$ cat src/rtl/vibrometer_pkg.sv
// Shared types and GPIO field map for the vibrometer streaming chain.
package vibrometer_pkg;

  typedef struct packed {
    logic signed [15:0] im, re;
  } complex16_t;

  // GPIO field positions shared with the FFT and averager stages.
  localparam int unsigned ENABLE_BIT   = 0;
  localparam int unsigned LOG_AVG_LSB  = 1;
  localparam int unsigned LOG_THR_LSB  = 6;
  localparam int unsigned GPIO_FIELD_W = 5;

  // Frame counter is wide enough for any 5-bit log throttle.
  localparam int unsigned FRAME_CNT_W = 31;

  // Low `thr` bits set; a frame passes when these bits of the frame count are zero.
  function automatic logic [FRAME_CNT_W-1:0] thr_mask(input logic [GPIO_FIELD_W-1:0] thr);
    return ~({FRAME_CNT_W{1'b1}} << thr);
  endfunction

endpackage

$ cat src/rtl/complex_mag_sq.sv
// Two-stage pipelined re^2 + im^2 with a global clock enable and valid/last passthrough.
module complex_mag_sq
  import vibrometer_pkg::*;
(
  input  logic        clk,
  input  logic        rst,
  input  logic        ce,
  input  logic [31:0] bin,
  input  logic        bin_valid,
  input  logic        bin_last,
  output logic [31:0] power,
  output logic        power_valid,
  output logic        power_last
);

  complex16_t  c;
  logic [31:0] re_ext, im_ext;
  logic [31:0] re_sq_q, im_sq_q;
  logic        valid1_q, last1_q;

  assign c      = bin;
  // Sign-extend so the low 32 bits of the product are the exact square (at most 2^30).
  assign re_ext = {{16{c.re[15]}}, c.re};
  assign im_ext = {{16{c.im[15]}}, c.im};

  // Stage 1: square both components.
  always_ff @(posedge clk or posedge rst) begin
    if (rst) begin
      re_sq_q  <= '0;
      im_sq_q  <= '0;
      valid1_q <= 1'b0;
      last1_q  <= 1'b0;
    end else if (ce) begin
      re_sq_q  <= re_ext * re_ext;
      im_sq_q  <= im_ext * im_ext;
      valid1_q <= bin_valid;
      last1_q  <= bin_last;
    end
  end

  // Stage 2: sum into the output register; the sum is at most 2^31 so it never wraps.
  always_ff @(posedge clk or posedge rst) begin
    if (rst) begin
      power       <= '0;
      power_valid <= 1'b0;
      power_last  <= 1'b0;
    end else if (ce) begin
      power       <= re_sq_q + im_sq_q;
      power_valid <= valid1_q;
      power_last  <= last1_q;
    end
  end

endmodule

$ cat src/rtl/axis_power_spectrum.sv
// Per-bin power of an FFT bin stream, framed with tlast and decimated by whole spectra.
module axis_power_spectrum
  import vibrometer_pkg::*;
#(
  parameter int unsigned AXIS_TDATA_WIDTH_IN  = 32,
  parameter int unsigned AXIS_TDATA_WIDTH_OUT = 32,
  parameter int unsigned LOG_FFT_LENGTH       = 8
) (
  input  logic                            aclk,
  input  logic                            areset,
  input  logic                            enable,
  input  logic [GPIO_FIELD_W-1:0]         log_throttle,
  input  logic [AXIS_TDATA_WIDTH_IN-1:0]  S_AXIS_tdata,
  input  logic                            S_AXIS_tvalid,
  output logic                            S_AXIS_tready,
  output logic [AXIS_TDATA_WIDTH_OUT-1:0] M_AXIS_tdata,
  output logic                            M_AXIS_tvalid,
  output logic                            M_AXIS_tlast,
  input  logic                            M_AXIS_tready
);

  typedef enum logic {StIdle, StRun} state_e;

  state_e                    state_q;
  logic [LOG_FFT_LENGTH-1:0] bin_cnt_q;
  logic [FRAME_CNT_W-1:0]    frame_cnt_q;
  logic [GPIO_FIELD_W-1:0]   thr_q;
  logic                      ce, accept, frame_start, bin_last, pass;

  // Global stall: every stage moves together, so bubbles never hold up the input.
  assign ce            = ~M_AXIS_tvalid | M_AXIS_tready;
  assign S_AXIS_tready = ce & ~areset;
  assign accept        = S_AXIS_tvalid & S_AXIS_tready;
  assign frame_start   = accept & (bin_cnt_q == '0);
  assign bin_last      = &bin_cnt_q;

  // Frame gate: bin 0 uses the live GPIO values, later bins use the copy latched at bin 0.
  always_comb begin
    pass = 1'b0;
    if (frame_start) begin
      pass = enable & ((frame_cnt_q & thr_mask(log_throttle)) == '0);
    end else begin
      pass = (state_q == StRun) & ((frame_cnt_q & thr_mask(thr_q)) == '0);
    end
  end

  // Bin and frame counters run on every accepted beat, emitted or not, to keep alignment.
  always_ff @(posedge aclk or posedge areset) begin
    if (areset) begin
      bin_cnt_q   <= '0;
      frame_cnt_q <= '0;
    end else if (accept) begin
      bin_cnt_q <= bin_cnt_q + LOG_FFT_LENGTH'(1);
      if (bin_last) begin
        frame_cnt_q <= frame_cnt_q + FRAME_CNT_W'(1);
      end
    end
  end

  // Frame-level FSM: enable and throttle are only sampled at a frame start.
  always_ff @(posedge aclk or posedge areset) begin
    if (areset) begin
      state_q <= StIdle;
      thr_q   <= '0;
    end else if (frame_start) begin
      thr_q <= log_throttle;
      case (state_q)
        StIdle: if (enable)  state_q <= StRun;
        StRun:  if (!enable) state_q <= StIdle;
      endcase
    end
  end

  complex_mag_sq u_mag_sq (
    .clk         (aclk),
    .rst         (areset),
    .ce          (ce),
    .bin         (S_AXIS_tdata),
    .bin_valid   (accept & pass),
    .bin_last    (bin_last),
    .power       (M_AXIS_tdata),
    .power_valid (M_AXIS_tvalid),
    .power_last  (M_AXIS_tlast)
  );

endmodule

$ cat config.mk
export PLATFORM = sky130hd
export DESIGN_NAME = axis_power_spectrum
export DESIGN_NICKNAME = d
export VERILOG_FILES = /design/src/rtl/vibrometer_pkg.sv /design/src/rtl/complex_mag_sq.sv /design/src/rtl/axis_power_spectrum.sv
export SDC_FILE = /design/constraint.sdc
export NUM_CORES = 2
export LEC_CHECK = 0
export ABC_AREA = 1
export CAP_MARGIN = 20
export CORE_MARGIN = 3
export CORE_UTILIZATION = 30
export CTS_CLUSTER_DIAMETER = 100
export CTS_CLUSTER_SIZE = 16
export DETAILED_ROUTE_END_ITERATION = 6
export PLACE_DENSITY_LB_ADDON = 0.3
export SLEW_MARGIN = 10
export SYNTH_ARGS = -nofsm -noshare
export SYNTH_HDL_FRONTEND = slang
export SYNTH_HIERARCHICAL = 1
export SYNTH_SLANG_ARGS = --single-unit
$ cat constraint.sdc
create_clock -name aclk -period 4.6 [get_ports aclk]
set_clock_uncertainty 0.05 [all_clocks]
set_input_delay 0.92 -clock aclk [delete_from_list [all_inputs] [get_ports aclk]]
set_output_delay 0.92 -clock aclk [all_outputs]
set_load 0.02 [all_outputs]
==> flow_metrics.tcl <==
set metrics [dict create \
    status "finished, violations left" \
    violations "setup timing" \
    syn_inst 3845 \
    yosys.area.top_type "fa_1" \
    drive_above_1_share_pct 31.9 \
    period_minus_slack_ns 5.60 \
    grt.total_usage_pct 17.1 \
    startpoint_type "input port" \
    cp_data_required_time_ns 4.87 \
    avgSynthCellArea_um2 7.44 \
    area.growth.synth_to_final_pct 39.3 \
    arrival_ns 5.87 \
    rsz0062_at_grt "yes" \
    ant_nets 0 \
    clk_latency_ns 0.44 \
    finalSetupViolCount 50 \
    placed_cell_area_mm2 0.0346 \
    root_buffer "clkbuf_16" \
    die_area_mm2 0.0991 \
    fmax_ghz 0.179 \
    syn_area_mm2 0.0286 \
    min_path_type "reg -> reg" \
    maxCapViolCount 0 \
    layout.nets 5111 \
    slew_viol_final 0 \
    grt_pass1_wl_mm 136 \
    ys_async_sr_fraction_pct 100 \
    rows 112 \
    drt_iter0_drc 1073 \
    synth-edff-count 0 \
    wl_per_cell_um 14.6 \
    routabilityCongestion 0.895 \
    drt_wl_total_mm 82.5 \
    fin_ws_ns -1.00 \
    cts_made_buffers 17 \
    dp_hpwl_mm 66.6 \
    netlist.area_leader.share_pct 32.8 \
    dpl_worst_slack_ns -2.06 \
    stdcell_count 5656 \
    numClockSinks 143 \
    final_cell_mix "839 x inv_1, 789 x nand2_1, 406 x fa_1" \
    initial_core_util_pct 30.5 \
    syn-num-nets 4568 \
    criticalPathCategory "in -> reg" \
    grt_max_degree 77 \
    period_share_pct 122 \
    io_pins 77 \
    viasPerCell 4.43 \
    yosysWarnings 6 \
    post-route-cell-area_mm2 0.0398 \
    synthDistinctLibCells 45 \
    chipWidth_um 315 \
    end_kind "flip-flop" \
    antenna_found_initial 1 \
    cts_tree "built" \
    coreArea_mm2 0.0939 \
    place_inst 5453 \
    grt_overflow_total 0 \
    hold_viol 0 \
    drc 0 \
    ys.flop_type "dfrtp_1" \
    crit_fanout 6 \
    final_common_cell "inv_1" \
    clk_pin_slew_worst_paths_ns 0.06 \
    postCtsHoldBufs 0 \
    die_h_um 315 \
    clockBufferDepth 2 \
    synth_seq_cells 143 \
    tightest_slew_ns 0.958 \
    grt_pass1_vias 26300 \
    slew_headroom_pct 36.1 \
    dr.pass1.iters 5 \
    vias 25100 \
    synth_area_leaders "fa_1 33%, nand2_1 14%, inv_1 13%, dfrtp_1 13%, ha_1 9.3%" \
    numPortBuffers 76 \
    ys_seq_area_share_pct 12.5 \
    cts_max_level 4 \
]
[critical path, cell delays in order]
cell and delay (ns):
buf_8 0.11, buf_6 0.12, buf_8 0.13, nand2_2 0.05
inv_2 0.04, buf_4 0.12, buf_4 0.13, fa_2 0.52
inv_1 0.05, fa_1 0.52, inv_1 0.05, fa_1 0.51
fa_1 0.44, fa_1 0.51, fa_1 0.45, ha_4 0.34
nand2_4 0.08, buf_4 0.15, nor3_4 0.21, nand3_2 0.13
nand3_1 0.11, nand2_1 0.05, nand3_1 0.07, nand2_1 0.06
[per-layer routing]
| metal | vias to the layer above | share of wire, % | track usage (%) |
|---|---|---|---|
| li1 | 12500 | - | - |
| met1 | 12100 | 46 | 23.1 |
| met2 | 393 | 49 | 29.7 |
| met3 | 100 | 3.0 | 1.55 |
| met4 | 0 | 2.3 | 4.06 |
| met5 | - | 0 | 0 |
[registers in the layout, indices dropped and copies added (netlist names)]
signal	count
u_mag_sq/re_sq_q	31
u_mag_sq/power	32
thr_q	5
u_mag_sq/power_last	1
u_mag_sq/power_valid	1
state_q	1
u_mag_sq/im_sq_q	31
bin_cnt_q	8
frame_cnt_q	31
u_mag_sq/last1_q	1
u_mag_sq/valid1_q	1
[layout make-up]
cell class / count / area (um2)
fill: 9443 / 54100
multi-input combinational: 2581 / 24200
timing repair buffer: 625 / 5980
inverter: 1020 / 3910
sequential: 143 / 3580
tap: 1254 / 1570
clock buffer: 20 / 447
clock inverter: 12 / 183
antenna: 1 / 2.50
[final timing paths]
| check | from | to | slack, ns | cells past startpoint |
|---|---|---|---|---|
| hold reg to reg | u_mag_sq/power[0]$_DFFE_PP0P_ | u_mag_sq/power[0]$_DFFE_PP0P_ | 0.42 | 2 |
| min in group asynchronous | areset | u_mag_sq/power_valid$_DFFE_PP0P_ | 0.83 | 2 |
| setup reg to reg | thr_q[4]$_DFFE_PP0P_ | u_mag_sq/valid1_q$_DFFE_PP0P_ | 2.32 | 9 |
| setup / recovery | S_AXIS_tdata[15] | u_mag_sq/re_sq_q[27]$_DFFE_PP0P_ | -1.0 | 24 |
| max in group asynchronous | areset | u_mag_sq/im_sq_q[17]$_DFFE_PP0P_ | 2.80 | 3 |
| hold / removal | u_mag_sq/power[0]$_DFFE_PP0P_ | u_mag_sq/power[0]$_DFFE_PP0P_ | 0.42 | 2 |
[logic make-up after synthesis]
group / share of synthesized area (%)
DFF: 12.5
buffers and inverters: 14.8
AOI/OAI and AO/OA: 4.05
and+or+nand+nor: 23.9
adders and majority gates: 42.1
xor gates and xnor gates: 2.63
[synth_stat cells (3+ instances only)]
library cell / number
buf_1: 7
nand2_2: 19
nor3_2: 10
nand3_1: 199
xor2_1: 47
nor3_1: 29
o21bai_1: 20
nand4_1: 53
clkbuf_1: 78
a31o_2: 4
a21o_1: 5
nand3_2: 11
or2_2: 8
xnor2_1: 39
fa_1: 468
a21oi_1: 80
and2_1: 3
ha_1: 213
o21a_1: 3
a31oi_1: 3
nor2_1: 190
dfrtp_1: 143
nand3b_1: 15
o21ai_1: 8
nor2_2: 17
buf_2: 14
inv_2: 7
clkinv_1: 4
o21ai_0: 78
nand2_1: 1040
inv_1: 1009
[what timing repair did]
item,CTS,global route
endpoints found under the setup margin,52,51
setup buffers,118,53
cloned,11,0
pin swaps,348,308
resized for setup,731,344
[metrics by stage]
stage / TNS [ns] / hold slack [ns] / util (%)
after floorplan: -41.76 / 0.386 / -
after global placement: -89.12 / 0.410 / 36.9
after detailed placement: -90.14 / 0.414 / 36.9
after CTS: -38.93 / 0.431 / 40.9
after global routing: -47.42 / 0.447 / 42.4
final: -39.14 / 0.424 / 42.4
Power is not shown: default switching activity piles up to over one toggle a cycle in this logic, so the estimate is an artifact.
